File: src/rtl/snn_pkg.sv
// Shared types and constants for the spiking-network run sequencer.
package snn_pkg;
    localparam int STEP_W_DEF   = 8;
    localparam int CYC_W_DEF    = 4;
    localparam int CNT_W_DEF    = 8;
    localparam int CLEAR_CYCLES = 2;

    typedef enum logic [2:0] {
        IDLE,
        CLEAR,
        FETCH,
        HOLD,
        DONE
    } run_state_t;
endpackage

File: src/rtl/snn_spike_counter.sv
// Per-neuron rising-edge detector feeding a saturating spike counter.
module snn_spike_counter
    import snn_pkg::*;
#(
    parameter int CNT_W = CNT_W_DEF
) (
    input  logic             clk,
    input  logic             reset,
    input  logic             clear,
    input  logic             prev_clr,
    input  logic             enable,
    input  logic             spike,
    output logic [CNT_W-1:0] count
);
    logic prev_q;
    logic rise;

    assign rise = spike & ~prev_q;

    always_ff @(posedge clk or negedge reset) begin
        if (!reset) begin
            prev_q <= 1'b0;
            count  <= '0;
        end else begin
            prev_q <= prev_clr ? 1'b0 : spike;
            if (clear)
                count <= '0;
            else if (enable && rise && (count != '1))
                count <= count + 1'b1;
        end
    end
endmodule

File: src/rtl/snn_run_sequencer.sv
// Run-control FSM: clears the network, then feeds one spike vector per
// timestep and counts layer-2 output spikes.
module snn_run_sequencer
    import snn_pkg::*;
#(
    parameter int M1     = 24,
    parameter int N2     = 2,
    parameter int STEP_W = STEP_W_DEF,
    parameter int CYC_W  = CYC_W_DEF,
    parameter int CNT_W  = CNT_W_DEF
) (
    input  logic                clk,
    input  logic                reset,
    input  logic                start,
    input  logic                abort,
    input  logic [STEP_W-1:0]   num_steps,
    input  logic [CYC_W-1:0]    step_cycles,
    input  logic                spike_valid,
    input  logic [M1-1:0]       spike_data,
    output logic                spike_ready,
    output logic                net_reset,
    output logic                net_enable,
    output logic [M1-1:0]       net_input_spikes,
    output logic                delay_tick,
    input  logic [N2-1:0]       net_out_spikes,
    output logic                busy,
    output logic                done,
    output logic [STEP_W-1:0]   step_index,
    output logic [N2*CNT_W-1:0] spike_count,
    output logic                underrun
);
    run_state_t        state_q;
    run_state_t        state_d;
    logic [STEP_W-1:0] steps_q;
    logic [CYC_W-1:0]  cyc_q;
    logic [1:0]        clr_cnt_q;
    logic [CYC_W-1:0]  hold_cnt_q;
    logic [STEP_W-1:0] step_next;
    logic              last_hold;
    logic              abort_run;
    logic              start_ok;
    logic              cnt_en;

    assign abort_run   = abort && (state_q != IDLE);
    assign start_ok    = start && (state_q == IDLE);
    assign last_hold   = hold_cnt_q == (cyc_q - CYC_W'(1));
    assign step_next   = step_index + STEP_W'(1);
    assign spike_ready = (state_q == FETCH) && !abort;
    assign cnt_en      = ((state_q == FETCH) || (state_q == HOLD)) && !abort;

    always_comb begin
        state_d = state_q;
        unique case (state_q)
            IDLE:  if (start) state_d = (num_steps == '0) ? DONE : CLEAR;
            CLEAR: if (clr_cnt_q == 2'(CLEAR_CYCLES - 1)) state_d = FETCH;
            FETCH: state_d = HOLD;
            HOLD:  if (last_hold) state_d = (step_next == steps_q) ? DONE : FETCH;
            DONE:  state_d = IDLE;
            default: state_d = IDLE;
        endcase
        if (abort_run)
            state_d = IDLE;
    end

    always_ff @(posedge clk or negedge reset) begin
        if (!reset) begin
            state_q          <= IDLE;
            steps_q          <= '0;
            cyc_q            <= '0;
            clr_cnt_q        <= '0;
            hold_cnt_q       <= '0;
            step_index       <= '0;
            underrun         <= 1'b0;
            net_input_spikes <= '0;
            net_reset        <= 1'b0;
            net_enable       <= 1'b0;
            delay_tick       <= 1'b0;
            busy             <= 1'b0;
            done             <= 1'b0;
        end else begin
            state_q    <= state_d;
            busy       <= state_d != IDLE;
            done       <= state_d == DONE;
            net_reset  <= state_d == CLEAR;
            net_enable <= (state_d == FETCH) || (state_d == HOLD);
            delay_tick <= state_d == FETCH;
            clr_cnt_q  <= (state_q == CLEAR) ? clr_cnt_q + 2'd1 : 2'd0;
            hold_cnt_q <= (state_q == HOLD) ? hold_cnt_q + CYC_W'(1) : '0;
            if (abort_run) begin
                net_input_spikes <= '0;
            end else begin
                unique case (state_q)
                    IDLE: begin
                        if (start) begin
                            steps_q    <= num_steps;
                            cyc_q      <= (step_cycles == '0) ? CYC_W'(1) : step_cycles;
                            step_index <= '0;
                            underrun   <= 1'b0;
                        end
                    end
                    CLEAR: net_input_spikes <= '0;
                    FETCH: begin
                        if (spike_valid) begin
                            net_input_spikes <= spike_data;
                        end else begin
                            net_input_spikes <= '0;
                            underrun         <= 1'b1;
                        end
                    end
                    HOLD: if (last_hold) step_index <= step_next;
                    DONE: net_input_spikes <= '0;
                    default: ;
                endcase
            end
        end
    end

    for (genvar i = 0; i < N2; i++) begin : g_cnt
        snn_spike_counter #(
            .CNT_W(CNT_W)
        ) u_cnt (
            .clk     (clk),
            .reset   (reset),
            .clear   (start_ok),
            .prev_clr(state_q == CLEAR),
            .enable  (cnt_en),
            .spike   (net_out_spikes[i]),
            .count   (spike_count[i*CNT_W +: CNT_W])
        );
    end
endmodule

File: config.mk
export PLATFORM = sky130hd
export DESIGN_NAME = snn_run_sequencer
export DESIGN_NICKNAME = d
export VERILOG_FILES = /design/src/rtl/snn_pkg.sv /design/src/rtl/snn_spike_counter.sv /design/src/rtl/snn_run_sequencer.sv
export SDC_FILE = /design/constraint.sdc
export NUM_CORES = 1
export LEC_CHECK = 0
export ABC_CLOCK_PERIOD_IN_PS = 1800
export CAP_MARGIN = 40
export CORE_ASPECT_RATIO = 1.2
export CORE_MARGIN = 4
export CORE_UTILIZATION = 45
export CTS_BUF_LIST = sky130_fd_sc_hd__clkbuf_8
export DETAILED_ROUTE_END_ITERATION = 6
export GPL_TIMING_DRIVEN = 1
export PLACE_DENSITY = 0.77
export SYNTH_ARGS = -nofsm -noshare
export SYNTH_HDL_FRONTEND = slang
export SYNTH_SLANG_ARGS = --single-unit
export TNS_END_PERCENT = 100
File: constraint.sdc
create_clock -name clk -period 1.8 [get_ports clk]
set_input_delay 0.54 -clock clk [delete_from_list [all_inputs] [get_ports clk]]
set_output_delay 0.54 -clock clk [all_outputs]
set_load 0.05 [all_outputs]
==> results.txt, run 1 <==
* Clock sinks: 77
* Die width: 90 um
- Clock insertion delay at the later pin of the skew report: 0.35 ns
* Footprint of the multi-input gates: about 1800 um2
- The clock tree synthesis step divided the H-tree into 3 levels.
- After synthesis, the netlist uses 44 different library cells.
- The count of endpoints failing hold in the final timing report was 0.
* Floorplan Core Area: 7750 um2
- Top cells by area in the synthesized netlist: sky130_fd_sc_hd__dfrtp_1 (53%), sky130_fd_sc_hd__a22o_1 (6.5%), sky130_fd_sc_hd__xnor2_1 (6.3%)
* Flip-flop and latch count after synthesis: 77
* Async S/R FF share, synth: 100%
* Post-route setup slack: -0.0350 ns
- HPWL after DPL: 6.78 mm
- Site Rows: 35
- In this run the worst path has a maximum fanout of 5.
* Slowest stage delay, CP: around 0.42 ns
* Final period util: 102%
- The design draws 6170 uW.
- Entering global routing, the biggest net connects 29 pins.
* IO Pins: 98
* Worst endpoint required time: 2.08 ns
* Simple logic cell fraction of the synthesized area: 17.0%
* Starting DRT DRC Count: roughly 150
- Net count after synthesis: between 300 and 400
- Critical register-to-register path endpoint: step_index[5]
* Number of enable flip-flop cells after synthesis: 0
- The die covers 9580 um2.
- In this run the clock root is driven by a sky130_fd_sc_hd__clkbuf_8.
- Adder-cell share of the synthesized area: 2.07%
* Total wire length: 9.31 mm
* Peak supply drop: 0.752 mV
- The min-delay analysis places its worst path in the category input port to asynchronous set/reset pin.
- Actual transition at the worst max-transition pin: 0.536 ns
- Share of synthesized area spent on multiplexers: ~3.1%
- Total clock buffers created by CTS: 9
- After synthesis, the largest area contributor takes up between 50% and 60% of total cell area.
- Slowest cell on crit path: sky130_fd_sc_hd__dfrtp_1
* Via total after detailed routing: 3014
- For flop-to-flop paths, the worst setup slack is -0.03 ns.
- Nets: 512
- Post-synthesis instance area: between 3000 and 4000 um2
- The congestion estimate from routability-driven global placement came to 0.860.
- Final critical-path required period: 1.83 ns
* Die boundary height: 106 um
* Hold bufs inserted after CTS: 0
- The flow ran to the end, but the final reports show violations.
- Top_reg_cell synth: sky130_fd_sc_hd__dfrtp_1
- Port buffering added 97 buffers.
* Antenna violations before repair: 0
- The most critical setup path has its endpoint at step_index[5].
- Rel. slew slack: 63.9%
- Global routing used between 10% and 20% of the available tracks.
* Synth area leader: sky130_fd_sc_hd__dfrtp_1
- No sink is reached through more buffers than the 2 on the longest clock path.
- Cell-by-cell trace of the critical path: buf_6 -> nor3_4 -> xnor2_4 -> nor4b_4 -> buf_4 -> and3_1 -> a221o_1
- Gate Count Post-Synth: 331
- Violations in the final reports: setup timing
- After clock tree synthesis, the clock-pin slew on the worst setup and hold paths is around 0.080 ns.
- For this run, the detailed router's first-pass iteration total came to 4.
* Vias/cell: 5.38
* Count of nets left with antenna violations after detail routing: 0
- Leak: ~0.0024 uW
- The total overflow left after global routing is 0.
* Max cap viols: 0
- The number of global-route vias before repair was 3213.
* Mean post-synth cell area: about 11 um2
* Compound-gate portion of the synthesized area: between 10% and 20%
- The worst setup path is launched from a flip-flop.
* Launching point of the worst reg2reg path: cyc_q[0]
* Seq/Total Area, Yosys: 53.1%
- Slew Viols, Final: 0
- Across the routed clock network, the largest skew measured is 0.00811 ns.
* Worst setup path category: flip-flop to flip-flop
- Diode count: 0
* Number of cells on the worst reg-to-reg path: 7
- Once the floorplan was initialized, standard cells occupied 46.8% of the core.
- Dividing the detail-routed wire length by the instance count gives 16.6 um.
- Timing would allow up to between 0.5 and 0.6 GHz.
- Power per cell area: 1110 nW/um2
- TritonCTS clock tree: built
- The most critical setup path has its startpoint at cyc_q[0].
* Global-route wire length before repair: ~15 mm
- The worst setup path is captured at a flip-flop.
* Final setup violation count: 5
- Dominant combinational cell family by area after synthesis: simple AND/OR/NAND/NOR gates
* Unrepaired setup endpoints after global routing: true
* Footprint of the flip-flops and latches: 1930 um2
- For the final routed database, the setup TNS stands at -0.103 ns.
- Layout fillers: 535
- Fraction of final layout cells with drive strength greater than 1: 36.1%
* Count of yosys warnings during synthesis: 0
- In the routed design, unresolved DRC markers number 0.
* Arr. time, crit path: 2.12 ns
- Compared with the post-synthesis result, the final layout area differs by 53.6%.
- Of the total synthesized cell area, the portion taken by XOR and XNOR cells is 8.10%.
==> worst min-delay path by stage <==
stage	from	to	slack [ns]	cells past startpoint
floorplan	reset	busy	0.24	0
global placement	clr_cnt_q[0]	clr_cnt_q[0]	0.42	1
detailed placement	clr_cnt_q[0]	clr_cnt_q[0]	0.44	1
global route	reset	cyc_q[2]	0.08	1
CTS	reset	hold_cnt_q[0]	0.07	1
finish	reset	hold_cnt_q[3]	0.08	1
==> through the flow <==
step	util, %	cells	area [um2]	hold slack, ns	setup slack, ns
after global placement	66.7	540	5170	0.421	-0.333
after global routing	71.9	560	5580	0.0763	-0.134
after detailed placement	66.7	540	5170	0.442	-0.380
final	71.9	560	5580	0.0841	-0.0350
after floorplan	-	331	3680	0.244	-0.0922
after CTS	71.0	560	5500	0.0677	-0.0407
==> where the power goes <==
part	switching, uW	leakage, uW	internal [uW]
clock	639	0.0000964	632
combinational	1470	0.00132	1160
sequential	242	0.00103	2030
==> kinds of logic (layout without fill, tap and decap cells) <==
group | count (synthesis) | after routing
simple gates | 116 | 116
compound gates | 64 | 64
flops | 77 | 77
mux | 10 | 10
xor+xnor | 32 | 32
buf+inv | 26 | 163
fa+ha+maj | 6 | 6
==> critical path: cells and delay by family (launching register included) <==
kind,cells,cell delay (ns)
flops,1,0.42
xor+xnor,1,0.15
compound gates,1,0.10
simple gates,3,0.76
buf+inv,2,0.34
==> layout by cell type, fill, tap and decap left out, types with 3 or more instances in the layout <==
master                            synthesis  routed
sky130_fd_sc_hd__clkdlybuf4s50_1          0      40
sky130_fd_sc_hd__dfrtp_1                 77      72
sky130_fd_sc_hd__nor3_2                   1       4
sky130_fd_sc_hd__o21ai_1                  0       6
sky130_fd_sc_hd__o21ai_0                 17      10
sky130_fd_sc_hd__nand2_1                 21      19
sky130_fd_sc_hd__ha_1                     6       4
sky130_fd_sc_hd__nor3_1                  11       6
sky130_fd_sc_hd__mux2_2                  10      10
sky130_fd_sc_hd__and2_1                   5       4
sky130_fd_sc_hd__xor2_1                   5       4
sky130_fd_sc_hd__or2_2                    4       3
sky130_fd_sc_hd__clkbuf_8                 2       9
sky130_fd_sc_hd__nor4_1                   7       7
sky130_fd_sc_hd__xnor2_1                 26      23
sky130_fd_sc_hd__dfrtp_2                  0       5
sky130_fd_sc_hd__nand4b_1                 3       3
sky130_fd_sc_hd__nand3_1                  5       4
sky130_fd_sc_hd__inv_1                   11      10
sky130_fd_sc_hd__a21oi_1                  5       5
sky130_fd_sc_hd__nand4_1                  4       4
sky130_fd_sc_hd__nor4b_2                  1       3
sky130_fd_sc_hd__buf_4                    2      62
sky130_fd_sc_hd__a22o_1                  27      27
sky130_fd_sc_hd__buf_12                   0      30
sky130_fd_sc_hd__nor2_1                  37      35
==> area by class of cell <==
cell class	instances	area share [%]
Clock buffer	9	2.22
Clock inverter	7	1.21
Inverter	11	0.740
Multi-Input combinational cell	228	32.1
Sequential cell	77	34.7
Tap cell	92	2.06
Timing Repair Buffer	136	27.0
==> sequential cells by signal (all words and copies together), names as in the netlist, 2 cells and up <==
name / cells
g_cnt.u_cnt.count: 16
steps_q: 8
state_q: 3
step_index: 8
net_input_spikes: 24
g_cnt.u_cnt.prev_q: 2
clr_cnt_q: 2
hold_cnt_q: 4
cyc_q: 4
==> layer usage <==
layer / share of wire (%) / up-vias / GRT usage [%] / wire length (um)
met2: 55 / 64 / 35.6 / 5110
met5: 0 / - / 0 / 0
li1: - / 1437 / - / -
met3: 3.0 / 24 / 3.61 / 275
met4: 3.1 / 0 / 9.41 / 289
met1: 39 / 1489 / 23.1 / 3640
==> synthesized netlist by cell type, types with 6 or more instances <==
cell                       n
sky130_fd_sc_hd__buf_2     7
sky130_fd_sc_hd__inv_1    11
sky130_fd_sc_hd__nor3_1   11
sky130_fd_sc_hd__ha_1      6
sky130_fd_sc_hd__a22o_1   27
sky130_fd_sc_hd__xnor2_1  26
sky130_fd_sc_hd__nor2_1   37
sky130_fd_sc_hd__mux2_2   10
sky130_fd_sc_hd__nor4_1    7
sky130_fd_sc_hd__nand2_1  21
sky130_fd_sc_hd__o21ai_0  17
sky130_fd_sc_hd__dfrtp_1  77
==> repair_timing <==
item | in CTS | in global routing
hold endpoints to repair | 0 | 0
gates cloned | 1 | 0
setup buffers | 3 | 0
gates resized for setup | 26 | 19
pin swaps | 9 | 4
setup endpoints to repair | 11 | 28
No activity file was read; power rests on OpenSTA's default activity.
==> inputs of run 2 (changes only) <==
--- a/config.mk
+++ b/config.mk
@@ -8,7 +8,7 @@
 export ABC_CLOCK_PERIOD_IN_PS = 1800
 export CAP_MARGIN = 40
 export CORE_ASPECT_RATIO = 1.2
-export CORE_MARGIN = 4
+export CORE_MARGIN = 5
 export CORE_UTILIZATION = 45
 export CTS_BUF_LIST = sky130_fd_sc_hd__clkbuf_8
 export DETAILED_ROUTE_END_ITERATION = 6
==> run 2 against run 1 <==
Against the previous run:
- die area grew 4.1%
- via count is 3.8% higher
- the run still ends with setup timing left
- critical path depth unchanged
- sequential power about the same
- clock-buffer cell count is the same
==> results.txt, run 2 (synthesized netlist as in run 1, its figures left out) <==
- The run finished, with violations left.
* Violations in the final reports: setup timing
- Slowest stage delay, CP: approximately 0.39 ns
- The count of endpoints failing hold in the final timing report is 0.
- Cell-by-cell trace of the critical path: inv_2 -> ha_4 -> xor2_2 -> nand2_2 -> nor4b_2 -> o21ai_1 -> a22o_1
- Max Clk Rate: roughly 0.54 GHz
* Clk pin slew, worst setup/hold paths: approximately 0.08 ns
* Buffer and inverter count on the worst path: 1
* Total routing resource utilization after global routing: 20.3%
- In the final design database the tool counted 527 nets.
* Minimum hold slack: 0.0887 ns
- Starting density of the core: a little under half
* Total wire length: 9.96 mm
- The region available for standard cell placement spans 8020 um2.
- STA classifies the critical path startpoint as a flip-flop.
* Slowest cell on crit path: sky130_fd_sc_hd__dfrtp_1
- Clock skew on the completed layout was measured at 0.00995 ns.
- In the final routed layout, each cell accounts on average for 17.2 um.
- Clock insertion delay at the later pin of the skew report: 0.35 ns
* IO Pins: 98
- The routed layout has around 3100 vias.
- The total overflow left after global routing is 0.
- Die boundary height: between 100 and 150 um
- Final period util: 103%
- Worst endpoint required time: 2.04 ns
- Final setup violation count: 6
* Power per cell area: roughly 1200 nW/um2
- The worst setup path is of the flip-flop to flip-flop kind.
- The register with the most flip-flops in the layout has 24 of them.
* Slew Viols, Final: 0
* Pin count of the biggest net entering global routing: 32
* Final critical-path required period: 1.85 ns
* RD Place Congestion: 0.870
- Hold bufs inserted after CTS: 0
- Worst Setup End Kind: flip-flop
- The filler cells instantiated in the layout total 536.
- Crit Path Max Fanout: 3
- The tree is rooted in a sky130_fd_sc_hd__clkbuf_8.
* Footprint of the flip-flops and latches: 1940 um2
* Post-route insts no fill: 578
* Unrepaired setup endpoints after global routing: true
- Buffers inserted during clock tree synthesis total 9.
- Antenna violations before repair: 0
* Number of cells in the design after placement: about 550
* Residual DRC: 0
- Largest registers: net_input_spikes x24, g_cnt.u_cnt.count x16
- Measured along the x axis, the die boundary spans 92 um.
- Max cap viols: 0
- Data arrives at the worst endpoint at 2.08 ns.
- Fraction of final layout cells with drive strength greater than 1: 38.5%
- Diode count: 0
- The tightest min-delay check is of the input port to asynchronous set/reset pin type.
- Leak: around 0.0026 uW
- Top library cells by usage in the layout, fill and taps aside: sky130_fd_sc_hd__buf_4 (76), sky130_fd_sc_hd__dfrtp_1 (70), sky130_fd_sc_hd__clkdlybuf4s50_1 (40), sky130_fd_sc_hd__nor2_1 (33), sky130_fd_sc_hd__buf_12 (32)
- TritonCTS built the clock tree.
* Site Rows: 36
- Port buffering added 97 buffers.
- The worst pin sits at a relative slew slack of between 70 and 80%.
- Most frequent standard cell in the layout excluding fill and tap cells: sky130_fd_sc_hd__buf_4
* Dominant delay contributor by cell family on the critical path: simple AND/OR/NAND/NOR gates
- After the first detailed-routing iteration, the DRC count stood at between 100 and 150.
- First drt pass iteration count: 4
- The clock net in this run drives a total of 77 sinks.
* Global-route wire length before repair: 16.0 mm
- From synthesis to final layout, the design area changed by 59.6%.
- The die covers 9970 um2.
* Post-route setup slack: -0.0483 ns
- The H-tree was split into 3 levels.
- Count of nets left with antenna violations after detail routing: 0
* Vias/cell: 5.41
- The worst-case IR drop observed on VDD is 0.772 mV.
- HPWL after DPL: approximately 6.8 mm
- Place WS: -0.450 ns
* Footprint of the multi-input gates: 1790 um2
- The number of global-route vias before repair is roughly 3300.
- The clock passes through at most 2 buffers.
- Actual transition at the worst max-transition pin: 0.422 ns
- Reg with most FFs: net_input_spikes
[run 2: metal layers]
| layer | up-vias | track usage [%] | wire (um) |
|---|---|---|---|
| met1 | 1547 | 23.5 | 3970 |
| met5 | - | 0 | 0 |
| met4 | 0 | 9.02 | 261 |
| met2 | 90 | 37.0 | 5350 |
| met3 | 23 | 3.13 | 383 |
| li1 | 1469 | - | - |
[run 2: cell type report]
class                      count  share of cell area (%)
sequential                    77                    33.4
multi-input combinational    228                    30.8
timing repair buffer         151                    28.4
clock inverter                 7                    2.50
clock buffer                   9                    2.14
tap                           95                    2.05
inverter                      11                   0.712
[run 2: per-stage QoR]
| step | power, uW | area (um2) | utilization [%] | setup TNS [ns] |
|---|---|---|---|---|
| 2_1_floorplan | 3720 | 3680 | - | -0.259 |
| 3_5_place_dp | 4690 | 5240 | 65.3 | -18.99 |
| 3_3_place_gp | 4630 | 5240 | 65.3 | -17.39 |
| 5_1_grt | 7210 | 5800 | 72.3 | -1.51 |
| 6_report | 6860 | 5800 | 72.3 | -0.128 |
| 4_1_cts | 6710 | 5670 | 70.7 | 0 |
[run 2: what timing repair did]
item                                   CTS  global route
endpoints found under the hold margin    0             0
buffers inserted                         9             4
pin swaps                               11             5
setup endpoints to repair               17            45
resized for setup                       24            24
cloned                                   1             0
[run 2: worst reg2reg max path, cell delays in order, from the launching register on]
cell and delay (ns):
sky130_fd_sc_hd__dfrtp_1 0.39, sky130_fd_sc_hd__inv_2 0.08, sky130_fd_sc_hd__ha_4 0.21, sky130_fd_sc_hd__xor2_2 0.15, sky130_fd_sc_hd__nand2_2 0.13, sky130_fd_sc_hd__nor4b_2 0.36, sky130_fd_sc_hd__o21ai_1 0.17, sky130_fd_sc_hd__a22o_1 0.24
[run 2: final timing paths]
| path | endpoint | cells after the start | start | slack, ns |
|---|---|---|---|---|
| min in group clk | clr_cnt_q[0] | 1 | clr_cnt_q[0] | 0.48 |
| max | net_enable | 7 | cyc_q[1] | -0.05 |
| max in group asynchronous | state_q[1] | 2 | reset | 1.14 |
| min | g_cnt[0].u_cnt.count[2] | 1 | reset | 0.09 |
| max reg2reg | net_enable | 7 | cyc_q[1] | -0.05 |
| min reg2reg | clr_cnt_q[0] | 1 | clr_cnt_q[0] | 0.48 |
[run 2: report_power, final]
part	switching, uW	internal [uW]	leakage (uW)
combinational	1510	1340	0.00142
clock	662	1070	0.000130
sequential	251	2030	0.00103
==> inputs of run 3 (changes only) <==
--- a/config.mk
+++ b/config.mk
@@ -7,13 +7,16 @@
 export LEC_CHECK = 0
 export ABC_CLOCK_PERIOD_IN_PS = 1800
 export CAP_MARGIN = 40
+export CELL_PAD_IN_SITES_DETAIL_PLACEMENT = 0
+export CELL_PAD_IN_SITES_GLOBAL_PLACEMENT = 2
 export CORE_ASPECT_RATIO = 1.2
 export CORE_MARGIN = 5
-export CORE_UTILIZATION = 45
+export CORE_UTILIZATION = 37
 export CTS_BUF_LIST = sky130_fd_sc_hd__clkbuf_8
 export DETAILED_ROUTE_END_ITERATION = 6
+export DONT_BUFFER_PORTS = 1
 export GPL_TIMING_DRIVEN = 1
-export PLACE_DENSITY = 0.77
+export PLACE_DENSITY = 0.76
 export SYNTH_ARGS = -nofsm -noshare
 export SYNTH_HDL_FRONTEND = slang
 export SYNTH_SLANG_ARGS = --single-unit
==> run 3 against run 2 <==
Against the previous run:
- the flow finishes with violations (hold timing, setup timing)
- critical endpoint is now spike_ready
- first-iteration DRC count shrank 28%
- non-clock buffer count shrank 97
- register-to-register slack gained 0.07 ns
- cell count shrank 12%
==> results.txt, run 3 (synthesized netlist as in run 1, its figures left out) <==
* Result of the run: finished with violations
* Violations in the final reports: hold timing, setup timing
- RD Place Congestion: around 0.8
- Wire per inst: about 18 um
* Crit Path Max Fanout: 4
- Number of cells on the worst reg-to-reg path: 8
* HPWL after DPL: 6.53 mm
- The count of nets left with antenna violations once routing finished came out at 0.
- The finished cells cover 4580 um2.
* Total routing resource utilization after global routing: 15.3%
- IO Pins: 98
* Starting DRT DRC Count: just under 80
- Summed over all layers, the global routing overflow is 0.
* Reg with most FFs: net_input_spikes
- In this run the static leakage power is ~0.002 uW.
- Largest registers: net_input_spikes x24, g_cnt.u_cnt.count x16
- Root buffer cell: sky130_fd_sc_hd__clkbuf_8
* Fraction of final layout cells with drive strength greater than 1: between 30 and 40%
- Die width: 100 um
- Layout fillers: 933
* Starting density of the core: 38.0%
- Vias/cell: 5.21
- Total clock buffers created by CTS: 9
* Count of buffers inserted at the top-level ports: 0
* Worst setup path category: flip-flop to primary output
- Overall die area: 11900 um2
- The count of endpoints failing hold in the final timing report was 77.
- OpenSTA, run right after detailed placement, puts the worst setup slack at -0.145 ns.
* Path category of the worst min-delay check: input port to asynchronous set/reset pin
- The tightest hold path in the finished design has a slack of -0.122 ns.
- STA classifies the critical path endpoint as a primary output.
* TritonCTS clock tree: built
- Summing all multi-input logic gate instances after layout gives 1760 um2.
- Setup repair after global routing could not meet its margin everywhere.
* Arr. time, crit path: 1.27 ns
* Floorplan Core Area: 9560 um2
* Actual transition at the worst max-transition pin: between 0.5 and 0.6 ns
- After detailed routing, the number of remaining DRC violations is 0.
- Clk pin slew, worst setup/hold paths: 0.08 ns
- Max Clk Rate: 0.552 GHz
- After layout, the minimum clock period comes to between 1.5 and 2 ns.
- Post-route setup slack: -0.0120 ns
- The final-report max-slew violation count was 0.
* Peak supply drop: 0.821 mV
* Max FFs per register: 24
- For the final routed database, the setup TNS stands at -0.0120 ns.
- Summing all flip-flop and latch instances after layout gives about 1900 um2.
- Top library cells by usage in the layout, fill and taps aside: sky130_fd_sc_hd__dfrtp_1 (71), sky130_fd_sc_hd__buf_4 (51), sky130_fd_sc_hd__nor2_1 (35), sky130_fd_sc_hd__a22o_1 (27), sky130_fd_sc_hd__xnor2_1 (23)
- The initial antenna violation count was 0.
- Worst endpoint required time: 1.26 ns
* Diode count: 0
- Clock insertion delay at the later pin of the skew report: 0.35 ns
- Entering global routing, the biggest net connects 78 pins.
* Rel. slew slack: 64.7%
- Clock Path Buffers: 2
* Kind of launch point of the worst setup path: flip-flop
* Vias in the first global route: around 2800
- Clock sinks: 77
* End-of-flow core utilization: a little under half
* Via total after detailed routing: 2652
- Area growth from synthesis to layout: 26.1%
- Most frequent standard cell in the layout excluding fill and tap cells: sky130_fd_sc_hd__dfrtp_1
- Setup violations remaining at the end of the flow were counted as 1.
- Worst clock skew: 0.0102 ns
* Nets: between 400 and 500
- Summing all placed instances gives a cell area of 4110 um2.
- Wires add up to 8.96 mm.
- Across the run, the number of max-cap violations was 0.
- Die boundary height: 119 um
- Site Rows: 39
- The first global-routing pass estimated 14.3 mm of wire.
- CTS built an H-tree with a depth of 3.
- Power per cell area: 1350 nW/um2
- First drt pass iteration count: 4
- Final period util: 101%
-- run 3: cell type report --
type,count,share of cell area [%]
multi-input cells,228,38.5
well taps,123,3.36
inverters,11,0.902
repair buffers,54,9.35
clock buffers,11,3.31
flip-flops and latches,77,42.3
clock inverters,5,2.32
-- run 3: routing by layer --
layer | vias to the layer above | track usage [%] | part of all wire (%)
li1 | 1274 | - | -
met2 | 55 | 25.9 | 52
met1 | 1310 | 17.7 | 40
met5 | - | 0 | 0
met3 | 13 | 4.95 | 6.3
met4 | 0 | 6.07 | 1.9
-- run 3: critical path: stages, from the launching register on --
cell and delay, ns:
sky130_fd_sc_hd__dfrtp_1 0.42, sky130_fd_sc_hd__nor2_2 0.14, sky130_fd_sc_hd__nand2_2 0.09, sky130_fd_sc_hd__nor2_4 0.13, sky130_fd_sc_hd__buf_12 0.15
-- run 3: report_power, final --
group / total (uW) / internal, uW / leakage, uW / switching, uW
logic: 1950 / 912 / 0.000843 / 1040
registers: 2590 / 2030 / 0.00103 / 566
clock network: 1650 / 999 / 0.000126 / 646
-- run 3: stage by stage --
step,hold slack (ns),total power (uW),instances
final,-0.122,6190,509
after global routing,-0.159,6530,509
after CTS,-0.146,6120,506
after detailed placement,0.247,4200,485
after global placement,0.248,4160,485
after floorplan,0.244,3720,331
-- run 3: timing repair --
item                       4_1_cts  5_1_grt
gates cloned                     1        0
pin swaps                        8        6
hold endpoints to repair        77       77
gates resized for setup         19       16
setup endpoints to repair        8       42
buffers inserted                 4        3
-- run 3: worst paths after layout --
| path | from | end | slack [ns] |
|---|---|---|---|
| setup / recovery | state_q[2] | spike_ready | -0.01 |
| hold / removal | reset | steps_q[7] | -0.12 |
| setup reg to reg | cyc_q[0] | step_index[6] | 0.02 |
| hold reg to reg | clr_cnt_q[0] | clr_cnt_q[0] | 0.44 |
| max in group asynchronous | reset | step_index[1] | 1.79 |
| min in group clk | spike_data[21] | net_input_spikes[21] | 0.32 |
